$ cat src/rtl/stream_xbar.sv
// Stream crossbar: one host stream pair routed to one of N_MODULES accelerator ports via cfg_sel.
// Optional `STREAM_XBAR_LOCK_EN rejects config writes while either direction buffer holds data.

module stream_xbar_fifo #(
  parameter int DEPTH = 2,
  parameter int W     = 32
) (
  input  logic         clk,
  input  logic         reset,
  input  logic         i_push,
  input  logic [W-1:0] i_data,
  input  logic         i_pop,
  output logic [W-1:0] o_data,
  output logic         o_empty,
  output logic         o_full
);
  localparam int AW = $clog2(DEPTH);

  logic [DEPTH-1:0][W-1:0] r_mem;
  logic [AW-1:0]           r_wptr, r_rptr;
  logic [AW:0]             r_cnt;
  logic                    w_push, w_pop;

  // Guarded so occupancy can never leave [0, DEPTH] even if a caller misbehaves.
  assign w_push  = i_push & ~o_full;
  assign w_pop   = i_pop & ~o_empty;
  assign o_data  = r_mem[r_rptr];
  assign o_empty = (r_cnt == '0);
  assign o_full  = (r_cnt == (AW+1)'(DEPTH));

  always_ff @(posedge clk or negedge reset) begin
    if (!reset) begin
      r_mem  <= '0;
      r_wptr <= '0;
      r_rptr <= '0;
      r_cnt  <= '0;
    end else begin
      if (w_push) begin
        r_mem[r_wptr] <= i_data;
        r_wptr        <= r_wptr + AW'(1);
      end
      if (w_pop) r_rptr <= r_rptr + AW'(1);
      case ({w_push, w_pop})
        2'b10:   r_cnt <= r_cnt + (AW+1)'(1);
        2'b01:   r_cnt <= r_cnt - (AW+1)'(1);
        default: ;
      endcase
    end
  end
endmodule

module stream_xbar #(
  parameter int N_MODULES  = 2,
  parameter int FIFO_DEPTH = 2
) (
  input  logic                         clk,
  input  logic                         reset,
  input  logic [$clog2(N_MODULES)-1:0] xbar_config,
  input  logic                         xbar_val,
  input  logic                         i_stream_val,
  output logic                         i_stream_rdy,
  input  logic [31:0]                  i_stream_data,
  output logic                         o_stream_val,
  input  logic                         o_stream_rdy,
  output logic [31:0]                  o_stream_data,
  output logic [N_MODULES-1:0]         mod_in_val,
  input  logic [N_MODULES-1:0]         mod_in_rdy,
  output logic [32*N_MODULES-1:0]      mod_in_data,
  input  logic [N_MODULES-1:0]         mod_out_val,
  output logic [N_MODULES-1:0]         mod_out_rdy,
  input  logic [32*N_MODULES-1:0]      mod_out_data,
  output logic [$clog2(N_MODULES)-1:0] cfg_sel,
  output logic                         cfg_err
);
  localparam int SW = $clog2(N_MODULES);
  localparam logic [SW:0] NMOD = (SW+1)'(N_MODULES);

  logic [SW-1:0] r_sel;
  logic          r_err, r_live;
  logic          w_fwd_empty, w_fwd_full, w_rev_empty, w_rev_full;
  logic [31:0]   w_fwd_head, w_rev_head, w_sel_out_data;
  logic          w_sel_in_rdy, w_sel_out_val;
  logic          w_cfg_ok, w_lock;

  assign w_cfg_ok = ({1'b0, xbar_config} < NMOD);
`ifdef STREAM_XBAR_LOCK_EN
  assign w_lock = ~w_fwd_empty | ~w_rev_empty;
`else
  assign w_lock = 1'b0;
`endif

  // r_live holds both ready paths low until the first edge after reset release.
  always_ff @(posedge clk or negedge reset) begin
    if (!reset) begin
      r_sel  <= '0;
      r_err  <= 1'b0;
      r_live <= 1'b0;
    end else begin
      r_live <= 1'b1;
      r_err  <= 1'b0;
      if (xbar_val) begin
        if (w_cfg_ok && !w_lock) r_sel <= xbar_config;
        else                     r_err <= 1'b1;
      end
    end
  end

  assign cfg_sel       = r_sel;
  assign cfg_err       = r_err;
  assign i_stream_rdy  = r_live & ~w_fwd_full;
  assign o_stream_val  = ~w_rev_empty;
  assign o_stream_data = w_rev_head;

  always_comb begin
    mod_in_val     = '0;
    mod_in_data    = '0;
    mod_out_rdy    = '0;
    w_sel_in_rdy   = 1'b0;
    w_sel_out_val  = 1'b0;
    w_sel_out_data = '0;
    for (int k = 0; k < N_MODULES; k++) begin
      if (r_sel == SW'(k)) begin
        mod_in_val[k]          = ~w_fwd_empty;
        mod_in_data[32*k +: 32] = w_fwd_head;
        mod_out_rdy[k]         = r_live & ~w_rev_full;
        w_sel_in_rdy           = mod_in_rdy[k];
        w_sel_out_val          = mod_out_val[k];
        w_sel_out_data         = mod_out_data[32*k +: 32];
      end
    end
  end

  stream_xbar_fifo #(.DEPTH(FIFO_DEPTH), .W(32)) u_fwd (
    .clk     (clk),
    .reset   (reset),
    .i_push  (i_stream_val & i_stream_rdy),
    .i_data  (i_stream_data),
    .i_pop   (~w_fwd_empty & w_sel_in_rdy),
    .o_data  (w_fwd_head),
    .o_empty (w_fwd_empty),
    .o_full  (w_fwd_full)
  );

  stream_xbar_fifo #(.DEPTH(FIFO_DEPTH), .W(32)) u_rev (
    .clk     (clk),
    .reset   (reset),
    .i_push  (w_sel_out_val & r_live & ~w_rev_full),
    .i_data  (w_sel_out_data),
    .i_pop   (~w_rev_empty & o_stream_rdy),
    .o_data  (w_rev_head),
    .o_empty (w_rev_empty),
    .o_full  (w_rev_full)
  );
endmodule

$ cat config.mk
export PLATFORM = sky130hd
export DESIGN_NAME = stream_xbar
export DESIGN_NICKNAME = d
export VERILOG_FILES = /design/src/rtl/stream_xbar.sv
export SDC_FILE = /design/constraint.sdc
export NUM_CORES = 1
export LEC_CHECK = 0
export CAP_MARGIN = 20
export CORE_ASPECT_RATIO = 1.2
export CORE_MARGIN = 8
export CORE_UTILIZATION = 42
export DETAILED_ROUTE_END_ITERATION = 16
export PLACE_DENSITY = 0.79
export SYNTH_ARGS = -nofsm -noshare
export SYNTH_HDL_FRONTEND = slang
export SYNTH_SLANG_ARGS = --single-unit
$ cat constraint.sdc
create_clock -name clk -period 1.6 [get_ports clk]
set_input_delay 0.16 -clock clk [delete_from_list [all_inputs] [get_ports clk]]
set_output_delay 0.16 -clock clk [all_outputs]
set_load 0.05 [all_outputs]
==> flow_metrics.env <==
export IMPL_htreeDepth=4
export IMPL_slew_viol_final=0
export IMPL_p_per_area_nw_per_um2=2532
export IMPL_drcViolationCount=0
export IMPL_tightest_slew_ns=0.5295
export IMPL_drt_initial_drc_count=284
export IMPL_groute_usage_overall_pct=22.50
export IMPL_antenna_found_initial=0
export IMPL_max_slew_margin_pct=64.63
export IMPL_maxCapViolCount=0
export IMPL_crit_path_frequent_cell="buf_6"
export IMPL_grt_pass1_vias=6176
export IMPL_grt_overflow_total=0
export IMPL_syn_nets=607
export IMPL_die_area_um2=20270
export IMPL_crit_family="multiplexers"
export IMPL_syn_area_um2=6703
export IMPL_die_y_um=154.4
export IMPL_status="finished, violations left"
export IMPL_r2r_setup_slack_ns=-0.31
export IMPL_setup_viol=171
export IMPL_rsz0062_at_grt="true"
export IMPL_hold_viol=0
export IMPL_p_leak_nw=5.651
export IMPL_r2r_start="cfg_sel"
export IMPL_seq_area_frac_synth_pct=51.52
export IMPL_peakVddDrop_v=0.001905
export IMPL_rows=50
export IMPL_worstSetupEndpointType="register"
export IMPL_dpl_cell_area_um2=10490
export IMPL_fin_area_um2=12860
export IMPL_grt_max_degree=56
export IMPL_cts_tree="done"
export IMPL_synthTopCellsByArea="dfrtp_1 52%, mux2_1 22%, mux2_2 10%"
export IMPL_ioPinCount=210
export IMPL_syn_inst=499
export IMPL_arrival_ns=2.19
export IMPL_detail_route_antenna_nets=0
export IMPL_finalWirelength_mm=25.17
export IMPL_cts_root_buf="clkbuf_16"
export IMPL_fin_worst_skew_ns=0.01153
export IMPL_reg2regPathDepth=6
export IMPL_nets=890
export IMPL_rr_endpoint="u_rev.r_mem[46]"
export IMPL_drtPass1Iterations=4
export IMPL_fin_util_pct=82.23
export IMPL_dp_cells=932
export IMPL_die_x_um=131.3
export IMPL_routabilityCongestion=0.7599
export IMPL_synth_seq_cells=138
export IMPL_synth_cell_types=25
export IMPL_synthToLayoutAreaGrowth_pct=91.88
export IMPL_start_kind="register"
export IMPL_synth_top_cell_area_share_pct=51.52
export IMPL_final_common_cell="dfrtp_1"
export IMPL_min_period_over_period_pct=119.4
export IMPL_crit_chain="mux2i_4 > buf_6 > nor3_4 > buf_6 > clkbuf_16 > mux2_4"
export IMPL_core_area_um2=15640
export IMPL_max_freq_mhz=523.6
export IMPL_critPathMaxStageDelay_ns=0.52
export IMPL_layout_cells_non_filler=1002
export IMPL_dr_total_vias=5290
export IMPL_avgSynthCellArea_um2=13.43
export IMPL_final_cell_mix="134 x dfrtp_1, 104 x clkdlybuf4s50_1, 97 x mux2_4"
export IMPL_diodes=0
export IMPL_clk_path_buf_depth=2
export IMPL_clkSlewWorstSetupHoldPaths_ns=0.06
export IMPL_viasPerCell=5.279
export IMPL_synth_largest_area_cell="dfrtp_1"
export IMPL_hp_class="in -> async"
export IMPL_cts_buffers=17
export IMPL_critPathSlowestCell="dfrtp_4"
export IMPL_port_buffers=208
export IMPL_clk_latency_ns=0.40
export IMPL_yosysWarnings=0
export IMPL_wl_per_cell_um=25.12
export IMPL_grt_first_pass_wirelength_mm=35.89
export IMPL_finalSetupTns_ns=-37.71
export IMPL_period_minus_slack_ns=1.910
export IMPL_crit_path_max_fanout=6
export IMPL_cp_buffers_inverters=3
export IMPL_worstSetupPathType="reg -> reg"
export IMPL_cts_sinks=138
export IMPL_start_util_pct=42.86
export IMPL_dp_hpwl_mm=13.99
export IMPL_crit_required_ns=1.88
export IMPL_worst_slack_ns=-0.3098
export IMPL_layout_drive_gt1_share_pct=57.56
export IMPL_violations="setup timing"
sequential cells by signal, indices dropped and copies added, names as in the netlist:
| register | flops |
|---|---|
| cfg_sel | 1 |
| r_live | 1 |
| u_fwd.r_cnt | 2 |
| u_fwd.r_mem | 64 |
| u_fwd.r_rptr | 1 |
| u_fwd.r_wptr | 1 |
| u_rev.r_cnt | 2 |
| u_rev.r_mem | 64 |
| u_rev.r_rptr | 1 |
| u_rev.r_wptr | 1 |
cells by family after synthesis:
logic type,share of synthesized area (%)
XOR/XNOR,1.307
adder cells (fa/ha/maj),0.3733
buffers and inverters,2.277
flip-flops,51.52
multiplexers,37.50
other,0.1120
AND/OR/NAND/NOR,6.907
power by group:
group	internal, mW	leakage [nW]	switching [mW]
sequential	5.28	1.63	1.43
clock	2.80	0.313	1.50
combinational	11.0	3.70	10.6
metrics by stage:
stage                     setup slack, ns  total power, mW  hold slack (ns)
after detailed placement          -0.2825            23.91          0.06066
after global placement            -0.2356            23.39          0.05317
after CTS                         -0.2774            31.02           0.2110
final                             -0.3098            32.57           0.2036
after global routing              -0.3483            33.68           0.2209
after floorplan                   -0.2089            16.04          -0.1356
worst max-delay path by stage:
stage                   start  cells past startpoint               to  slack [ns]
2_1_floorplan         cfg_sel                      4  u_rev.r_mem[10]       -0.21
3_3_place_gp   mod_out_val[0]                      5  u_rev.r_mem[10]       -0.24
3_5_place_dp   mod_out_val[0]                      5   u_rev.r_mem[7]       -0.28
4_1_cts          u_fwd.r_rptr                      6  mod_in_data[52]       -0.28
5_1_grt          u_fwd.r_rptr                      6  mod_in_data[42]       -0.35
6_report              cfg_sel                      6  u_rev.r_mem[46]       -0.31
worst register-to-register path: stages (launching register included):
cell and delay [ns]:
dfrtp_4 0.52, mux2i_4 0.23, buf_6 0.14, nor3_4 0.25, buf_6 0.18, clkbuf_16 0.17
mux2_4 0.31
cell type report:
| cell class | instances | area (um2) |
|---|---|---|
| Timing Repair Buffer | 298 | 4240 |
| Sequential cell | 138 | 3461 |
| Multi-Input combinational cell | 327 | 4258 |
| Fill cell | 755 | 2779 |
| Clock buffer | 19 | 442.9 |
| Clock inverter | 12 | 198.9 |
| Tap cell | 208 | 260.3 |
what timing repair did:
action                                  4_1_cts  5_1_grt
cloned                                       12       11
endpoints found under the hold margin       109        0
hold buffers                                  1        0
pin swaps                                    11       17
endpoints found under the setup margin      167      203
buffers inserted                             19        8
gates resized for setup                     179       76
synthesized netlist by cell type:
cell type,instances
xnor2_1,6
nor3_2,1
or2_2,1
clkbuf_1,14
buf_1,2
xor2_1,4
and4b_1,1
ha_1,2
nand3_1,1
nor4b_4,1
nor2b_1,34
buf_4,1
mux2i_1,34
nand2b_1,2
dfrtp_1,138
and3_1,1
nand4_1,1
buf_2,17
conb_1,2
mux2_1,131
mux2_2,62
and2_1,2
nor2_1,38
nand2_1,2
nand3b_1,1
routing by layer:
| metal | share of wire [%] | vias to the layer above | global-route usage [%] |
|---|---|---|---|
| li1 | - | 2306 | - |
| met1 | 38 | 2780 | 23.52 |
| met2 | 55 | 159 | 41.36 |
| met3 | 3.6 | 45 | 5.541 |
| met4 | 3.5 | 0 | 11.12 |
| met5 | 0 | - | 0 |
No activity file was read; power rests on OpenSTA's default activity.
